===== config.mk =====
export PLATFORM = sky130hd
export DESIGN_NAME = tm_sr_seq_ctrl
export DESIGN_NICKNAME = d
export VERILOG_FILES = /design/src/rtl/tm_sr_pkg.sv /design/src/rtl/tm_sr_tick.sv /design/src/rtl/tm_sr_seq_ctrl.sv
export SDC_FILE = /design/constraint.sdc
export NUM_CORES = 2
export LEC_CHECK = 0
export ABC_AREA = 1
export BUFFER_PORTS_ARGS = -buffer_cell sky130_fd_sc_hd__buf_2
export CAP_MARGIN = 20
export CORE_UTILIZATION = 40
export CTS_BUF_LIST = sky130_fd_sc_hd__clkbuf_16
export CTS_CLUSTER_SIZE = 10
export DETAILED_ROUTE_END_ITERATION = 7
export GPL_TIMING_DRIVEN = 0
export HOLD_SLACK_MARGIN = 0.1
export PLACE_DENSITY = 0.69
export SYNTH_ARGS = -nofsm -noshare
export SYNTH_HDL_FRONTEND = slang
export SYNTH_SLANG_ARGS = --single-unit

===== constraint.sdc =====
create_clock -name clk -period 79.8 [get_ports clk]
set_input_delay 15.96 -clock clk [delete_from_list [all_inputs] [get_ports clk]]
set_output_delay 15.96 -clock clk [all_outputs]
set_load 0.02 [all_outputs]

===== src/rtl/tm_sr_pkg.sv =====
// rtl/tm_sr_pkg.sv - shared types and defaults for the TMIIa shift-register sequencer
package tm_sr_pkg;

  localparam int TM_SR_DATA_WIDTH = 170;
  localparam int TM_SR_CNT_WIDTH  = 8;
  localparam int TM_SR_DIV_WIDTH  = 8;

  // SHIFT_DIRECTION encoding
  localparam bit TM_SR_MSB_FIRST = 1'b1;
  localparam bit TM_SR_LSB_FIRST = 1'b0;

  typedef enum logic [2:0] {
    S_IDLE,
    S_LATCH,
    S_SHIFT_LO,
    S_SHIFT_HI,
    S_LOAD,
    S_FINISH
  } tm_sr_state_e;

endpackage


===== src/rtl/tm_sr_tick.sv =====
// rtl/tm_sr_tick.sv - half-period down-counter; phase_end marks the last cycle of a phase
module tm_sr_tick
  import tm_sr_pkg::*;
#(
  parameter int DIV_WIDTH = TM_SR_DIV_WIDTH
) (
  input  logic                 clk,
  input  logic                 rst,
  input  logic                 load,
  input  logic                 clear,
  input  logic [DIV_WIDTH-1:0] half_m1,
  output logic                 phase_end
);

  logic [DIV_WIDTH-1:0] cnt_q, cnt_d;

  // Holds at zero once the phase has elapsed, so it never wraps mid-phase
  always_comb begin
    cnt_d = cnt_q;
    if (clear) begin
      cnt_d = '0;
    end else if (load) begin
      cnt_d = half_m1;
    end else if (cnt_q != '0) begin
      cnt_d = cnt_q - DIV_WIDTH'(1);
    end
  end

  always_ff @(posedge clk or posedge rst) begin
    if (rst) begin
      cnt_q <= '0;
    end else begin
      cnt_q <= cnt_d;
    end
  end

  assign phase_end = (cnt_q == '0);

endmodule


===== src/rtl/tm_sr_seq_ctrl.sv =====
// rtl/tm_sr_seq_ctrl.sv - write/read-back sequencer for the TMIIa configuration shift register
module tm_sr_seq_ctrl
  import tm_sr_pkg::*;
#(
  parameter int DATA_WIDTH      = TM_SR_DATA_WIDTH,
  parameter int CNT_WIDTH       = TM_SR_CNT_WIDTH,
  parameter int DIV_WIDTH       = TM_SR_DIV_WIDTH,
  parameter bit SHIFT_DIRECTION = TM_SR_MSB_FIRST
) (
  input  logic                  clk,
  input  logic                  rst,
  input  logic                  start,
  input  logic                  abort,
  input  logic [DATA_WIDTH-1:0] din,
  input  logic [DIV_WIDTH-1:0]  clk_div,
  input  logic                  sr_data_in,
  output logic                  sr_clk,
  output logic                  sr_data_out,
  output logic                  sr_load,
  output logic                  busy,
  output logic                  done,
  output logic                  aborted,
  output logic [DATA_WIDTH-1:0] dout,
  output logic                  match,
  output logic                  match_valid
);

  tm_sr_state_e          state_q, state_d;
  logic [CNT_WIDTH-1:0]  bit_cnt_q, bit_cnt_d, tx_cnt;
  logic [DIV_WIDTH-1:0]  div_q, div_d;
  logic [DATA_WIDTH-1:0] wr_q, wr_d, rd_q, rd_d, prev_q, prev_d, dout_q, dout_d;
  logic [DATA_WIDTH-1:0] wr_shifted, rx_vec;
  logic                  sr_clk_q, sr_clk_d, sr_data_out_q, sr_data_out_d, sr_load_q, sr_load_d;
  logic                  busy_q, busy_d, done_q, done_d, aborted_q, aborted_d;
  logic                  match_q, match_d, match_valid_q, match_valid_d;
  logic                  phase_end, tick_load, tick_clear, abort_take;

  // Serial bit n maps to word position n (LSB first) or DATA_WIDTH-1-n (MSB first)
  function automatic logic [CNT_WIDTH-1:0] bit_pos(input logic [CNT_WIDTH-1:0] cnt);
    bit_pos = SHIFT_DIRECTION ? CNT_WIDTH'(DATA_WIDTH - 1) - cnt : cnt;
  endfunction

  assign tx_cnt     = (state_q == S_LATCH) ? '0 : bit_cnt_q + CNT_WIDTH'(1);
  assign wr_shifted = wr_q >> bit_pos(tx_cnt);
  assign rx_vec     = DATA_WIDTH'(sr_data_in) << bit_pos(bit_cnt_q);
  assign abort_take = abort && (state_q != S_IDLE) && (state_q != S_FINISH);

  tm_sr_tick #(.DIV_WIDTH(DIV_WIDTH)) u_tick (
    .clk       (clk),
    .rst       (rst),
    .load      (tick_load),
    .clear     (tick_clear),
    .half_m1   (div_q),
    .phase_end (phase_end)
  );

  always_comb begin
    state_d       = state_q;
    bit_cnt_d     = bit_cnt_q;
    div_d         = div_q;
    wr_d          = wr_q;
    rd_d          = rd_q;
    prev_d        = prev_q;
    dout_d        = dout_q;
    sr_clk_d      = sr_clk_q;
    sr_data_out_d = sr_data_out_q;
    sr_load_d     = sr_load_q;
    busy_d        = busy_q;
    done_d        = 1'b0;
    aborted_d     = 1'b0;
    match_d       = match_q;
    match_valid_d = match_valid_q;
    tick_load     = 1'b0;
    tick_clear    = 1'b0;

    case (state_q)
      S_IDLE: begin
        if (start) begin
          wr_d    = din;
          div_d   = clk_div;
          busy_d  = 1'b1;
          state_d = S_LATCH;
        end
      end
      S_LATCH: begin
        sr_data_out_d = wr_shifted[0];
        bit_cnt_d     = '0;
        rd_d          = '0;
        tick_load     = 1'b1;
        state_d       = S_SHIFT_LO;
      end
      S_SHIFT_LO: begin
        if (phase_end) begin
          sr_clk_d  = 1'b1;
          rd_d      = rd_q | rx_vec;
          tick_load = 1'b1;
          state_d   = S_SHIFT_HI;
        end
      end
      S_SHIFT_HI: begin
        if (phase_end) begin
          sr_clk_d  = 1'b0;
          tick_load = 1'b1;
          if (bit_cnt_q == CNT_WIDTH'(DATA_WIDTH - 1)) begin
            sr_load_d = 1'b1;
            state_d   = S_LOAD;
          end else begin
            bit_cnt_d     = bit_cnt_q + CNT_WIDTH'(1);
            sr_data_out_d = wr_shifted[0];
            state_d       = S_SHIFT_LO;
          end
        end
      end
      S_LOAD: begin
        if (phase_end) begin
          sr_load_d = 1'b0;
          state_d   = S_FINISH;
        end
      end
      S_FINISH: begin
        done_d        = 1'b1;
        dout_d        = rd_q;
        match_d       = (rd_q == prev_q);
        match_valid_d = 1'b1;
        prev_d        = wr_q;
        busy_d        = 1'b0;
        state_d       = S_IDLE;
      end
      default: state_d = S_IDLE;
    endcase

    if (abort_take) begin
      state_d    = S_IDLE;
      busy_d     = 1'b0;
      aborted_d  = 1'b1;
      sr_clk_d   = 1'b0;
      sr_load_d  = 1'b0;
      tick_clear = 1'b1;
    end
  end

  always_ff @(posedge clk or posedge rst) begin
    if (rst) begin
      state_q       <= S_IDLE;
      bit_cnt_q     <= '0;
      div_q         <= '0;
      wr_q          <= '0;
      rd_q          <= '0;
      prev_q        <= '0;
      dout_q        <= '0;
      sr_clk_q      <= 1'b0;
      sr_data_out_q <= 1'b0;
      sr_load_q     <= 1'b0;
      busy_q        <= 1'b0;
      done_q        <= 1'b0;
      aborted_q     <= 1'b0;
      match_q       <= 1'b0;
      match_valid_q <= 1'b0;
    end else begin
      state_q       <= state_d;
      bit_cnt_q     <= bit_cnt_d;
      div_q         <= div_d;
      wr_q          <= wr_d;
      rd_q          <= rd_d;
      prev_q        <= prev_d;
      dout_q        <= dout_d;
      sr_clk_q      <= sr_clk_d;
      sr_data_out_q <= sr_data_out_d;
      sr_load_q     <= sr_load_d;
      busy_q        <= busy_d;
      done_q        <= done_d;
      aborted_q     <= aborted_d;
      match_q       <= match_d;
      match_valid_q <= match_valid_d;
    end
  end

  assign sr_clk      = sr_clk_q;
  assign sr_data_out = sr_data_out_q;
  assign sr_load     = sr_load_q;
  assign busy        = busy_q;
  assign done        = done_q;
  assign aborted     = aborted_q;
  assign dout        = dout_q;
  assign match       = match_q;
  assign match_valid = match_valid_q;

endmodule


## Word level (Yosys, flattened, before mapping)

Index checks and enable logic that the tools add are counted.
W data, S select, Z words.

- Bits in registers: 715
- Bits in latches: 0
- Bits in writable memories: 0
- ROM bits: 0
- Output and inout bits: 178
- Memories: 0

- Add/sub/neg operators: 4
- $mul: 0
- Divide/modulo/power cells: 0
- $lt $le $gt $ge: 0
- Equal/unequal tests: 16
- Shift operators: 2
- Muxes and demuxes: 34
- Bitwise gates (word level): 1
- Reductions and logical operators: 20

Operator list:

| kind | number |
|---|---|
| $pmux W170 S2 | 1 |
| $eq A170 B170 Y1 | 1 |
| $mux W170 | 1 |
| $or A170 B170 Y170 | 1 |
| $shl A1 B8 Y170 | 1 |
| $shr A170 B8 Y1 | 1 |
| $mux W8 | 6 |
| $mux W3 | 6 |
| $ne A3 B3 Y1 const B | 6 |
| $pmux W8 S2 | 1 |
| $sub A8 B8 Y8 const A | 2 |
| $pmux W3 S5 | 1 |
| $reduce_bool A3 Y1 | 5 |
| $mux W1 | 13 |
| $pmux W1 S2 | 5 |
| $add A8 B1 Y8 const B | 1 |
| $eq A8 B8 Y1 const B | 1 |
| $logic_not A8 Y1 | 1 |
| $reduce_and A4 Y1 | 2 |
| $reduce_bool A8 Y1 | 1 |
| $sub A8 B1 Y8 const B | 1 |
| $eq A3 B2 Y1 const B | 2 |
| $eq A3 B3 Y1 const B | 2 |
| $ne A2 B2 Y1 const B | 3 |
| 7 further kinds | 12 |

## Longest topological paths before layout

- Word-level depth: 7
- Depth in mapped cells: 18
- Mapped depth without buffers: 16

## Hierarchy

From an unflattened synthesis, not the netlist that was laid out.

- Cells, all modules: 3,665
- Area total of the unflattened synthesis: 32,098.3 sq um

By module, submodules not included:

| module | instances | cells an instance | area each (sq um) | seq. area each (sq um) |
|---|---|---|---|---|
| tm_sr_seq_ctrl | 1 | 3,582 | 31,525.2 | 17,692.0 |
| tm_sr_tick | 1 | 83 | 573.0 | 200.2 |

## Least setup slack after synthesis

No wires, ideal clock.

- Path kind: input -> register
- Start: in start
- End: reg div_q[2]
- Setup time: 132 ps
- Arrival time: 16,962 ps
- Data required time: 79,668 ps
- Setup slack: 62,706 ps
- Stages: 5
- Buffers on the path: 2
- Path through: inv_1 -> nor2_1 -> clkbuf_1 -> clkbuf_1 -> o21ai_0

- Longest elaborated chain between the ends: 1

Ends and longest elaborated chain:

| what | RTL line | RTL |
|---|---|---|
| start: declaration | tm_sr_seq_ctrl.sv:12 | `input logic start,` |
| $reduce_and A2 Y1 (no line) | n/a |  |
| end signal: assignment | tm_sr_seq_ctrl.sv:162 | `div_q <= div_d;` |
| end: declaration | tm_sr_seq_ctrl.sv:30 | `logic [DIV_WIDTH-1:0] div_q, div_d;` |

Every way passes these cells.
A chain may end at the register's enable or synchronous reset.

## Worst setup path in the final report

- Start: in start
- End: reg wr_q[37]

- Longest elaborated chain between the ends: 1

Ends and longest elaborated chain:

| what | RTL line | RTL |
|---|---|---|
| $reduce_and A2 Y1 (no line) | n/a |  |
| end signal: assignment | tm_sr_seq_ctrl.sv:163 | `wr_q <= wr_d;` |
| end: declaration | tm_sr_seq_ctrl.sv:31 | `logic [DATA_WIDTH-1:0] wr_q, wr_d, rd_q, rd_d, prev_q, prev_d, dout_q, dout_d;` |

Every way passes these cells.

==> results.yml <==
run_status:
  status: "complete, no violations"
placement:
  dp_hpwl_um: 93500
  pre_cts_slack_ps: 61420
  placed_cell_area_um2: 35200
  io_buffer_count: 360
  dpl.cell_count: 5083
  finalWeightedCongestion: 1.02
sta:
  whs_ps: 472
  fmax_mhz: 56.2
  setup_viol: 0
  min_period_over_period_pct: 22.3
  finalHoldViolCount: 0
  period_needed_ps: 17810
  worst_clock_skew_ps: 25.8
  rsz0062_at_grt: "no"
  slew_violations: 0
  fin_tns_setup_ps: 0
  worst_slack_ps: 61990
  max_slew_margin_pct: 17.5
  worst_pin_slew_ps: 1240
synth:
  synth_flop_cell: "dfrtp_1"
  yosysMostFrequentCell: "nand2_1"
  synth-seq-cells: 715
  yosys_warnings: 0
  yosysTopAreaCell: "dfrtp_1"
  postSynthCellCount: 3669
  syn_area_um2: 31800
  synth_edf_count: 0
  ys_types: 44
  postSynth.asyncResetShare_pct: 100
  synth_top_area_share_pct: 56.3
  synth_area_leaders: "dfrtp_1 (56%), nand2_1 (11%), o21ai_0 (8.3%)"
  synthTopCellsByCount: "nand2_1 (909), dfrtp_1 (715), o21ai_0 (525), inv_1 (422), nand3_1 (235)"
  syn_avg_cell_area_um2: 8.66
  syn-num-nets: 3858
  yosysSeqAreaShare_pct: 56.3
clock_tree:
  postCtsHoldBufs: 0
  clk_pin_slew_ps: 60
  post_cts_buffers: 0
  cts_root_buf: "clkbuf_16"
  clockBufferDepth: 3
  cts_tree: "built"
  htree_num_levels: 3
  cts_resized: 0
  cts_made_buffers: 84
  insertion_delay_ps: 640
  cts.sinks: 715
floorplan:
  num_rows: 102
  fp.dieW_um: 284
  die-height_um: 284
  initial_core_util_pct: 40.7
  ios: 361
  core_area_um2: 78000
  die_area_um2: 80500
worst_setup_path:
  critPathMaxFanout: 10
  crit_top_cell: "clkbuf_1"
  cp_top_family: "buffers and inverters"
  crit_chain: "buf_2, inv_1, nor2_1, buf_6, clkbuf_1, buf_8, clkbuf_1, o21ai_0"
  worstPathArrival_ps: 18300
  cp.buffers_inverters: 6
  critPathMaxStageDelay_ps: 590
  critPathKind: "primary input to flop"
  crit_required_ps: 80290
  slowest_stage: "clkbuf_1"
  endpoint_kind: "flop"
  crit_path_start_kind: "primary input"
layout:
  nets: 4323
  fin_area_um2: 37600
  area_delta_synth_final_pct: 18.5
  utilization_pct: 48.3
  layout-drive-gt1-share_pct: 14.5
  fin_cells: 5198
  n_fill_cell: 7570
grt:
  antenna_found_initial: 7
  grt_use_met1_pct: 39.7
  grt_pass1_wl_um: 179000
  grt_usage_pct: 30.3
  grt_pass1_vias: 27700
  busiest_layer: "met2"
  grt_overflow_total: 0
  use_met3_pct: 7.93
  grt_max_degree: 114
  use_met2_pct: 47.1
detailed_routing:
  avgViaCountPerCell: 5.43
  remaining_drc_errors: 0
  vias: 28200
  routed_wl_um: 123000
  drt_first_pass_iters: 6
  ant_nets: 0
  routedWlPerCell_um: 23.7
  dr.first_iter.drc_count: 3654
run:
  cap_violations: 0
power:
  cellLeakagePower_nw: 17.8
  ir_worst_vdd_uv: 19.5
  power_density_nw_per_um2: 37.8
  finalPower_mw: 1.42
min_path:
  hp-class: "flop to flop"
[worst paths after layout]
check,start,endpoint,slack (ps),cells after the start
min in group asynchronous,rst,wr_q[88]$_DFFE_PP0P_,15480,2
max reg2reg,state_q[2]$_DFFE_PP0P_,sr_data_out$_DFFE_PP0P_,74920,17
max in group asynchronous,rst,prev_q[155]$_DFFE_PP0P_,62370,5
max,start,wr_q[37]$_DFFE_PP0P_,61990,8
min reg2reg,match_valid$_DFFE_PP0P_,match_valid$_DFFE_PP0P_,470,1
min,match_valid$_DFFE_PP0P_,match_valid$_DFFE_PP0P_,470,1
[report_power, final]
group          total (mW)  internal (mW)  switching, mW
Clock               0.352          0.204          0.147
Sequential          0.537          0.474         0.0636
Combinational       0.533          0.157          0.376
Total                1.42          0.835          0.587
[state kept, by name, summed over array words and instances, names as in the netlist, 3 cells and up]
register,flops
dout,170
prev_q,170
rd_q,170
wr_q,170
bit_cnt_q,8
div_q,8
u_tick.cnt_q,8
state_q,3
[cells in the final DEF (no fill, tap or decap), drive strengths merged, types with 9 or more instances in the layout]
master	n
nand2	913
dfrtp	715
o21ai	529
inv	443
buf	442
nand3	236
clkbuf	229
a21oi	199
nor2	122
xnor2	111
nand4	43
nor3	40
xor2	38
nor4	34
mux2	14
o22ai	9
o211ai	9
clkinv	9
[final cells by class]
class	count	area [µm²]	area share, %
diodes	3	7.51	0.0200
plain buffers	204	871	2.31
clock buffers	88	2200	5.85
clock inverters	19	190	0.505
inverters	436	1650	4.38
multi-input cells	2314	11400	30.2
flip-flops and latches	715	17900	47.6
well taps	1040	1300	3.46
repair buffers	379	2150	5.71
[kinds of logic after synthesis]
kind of cell               after synthesis  synth area share [%]
AOI/OAI and AO/OA                      749                  12.0
xor gates and xnor gates               149                  4.21
buffers and inverters                  640                  7.90
muxes                                   14                 0.496
and+or+nand+nor                       1396                  18.9
adders and majority gates                6                 0.236
DFF                                    715                  56.3
[per-layer routing]
layer	vias up	part of all wire [%]
li1	12700	-
met1	13700	40
met2	1502	45
met3	316	10
met4	8	4.7
met5	-	0.041
No activity file was read; power rests on OpenSTA's default activity.
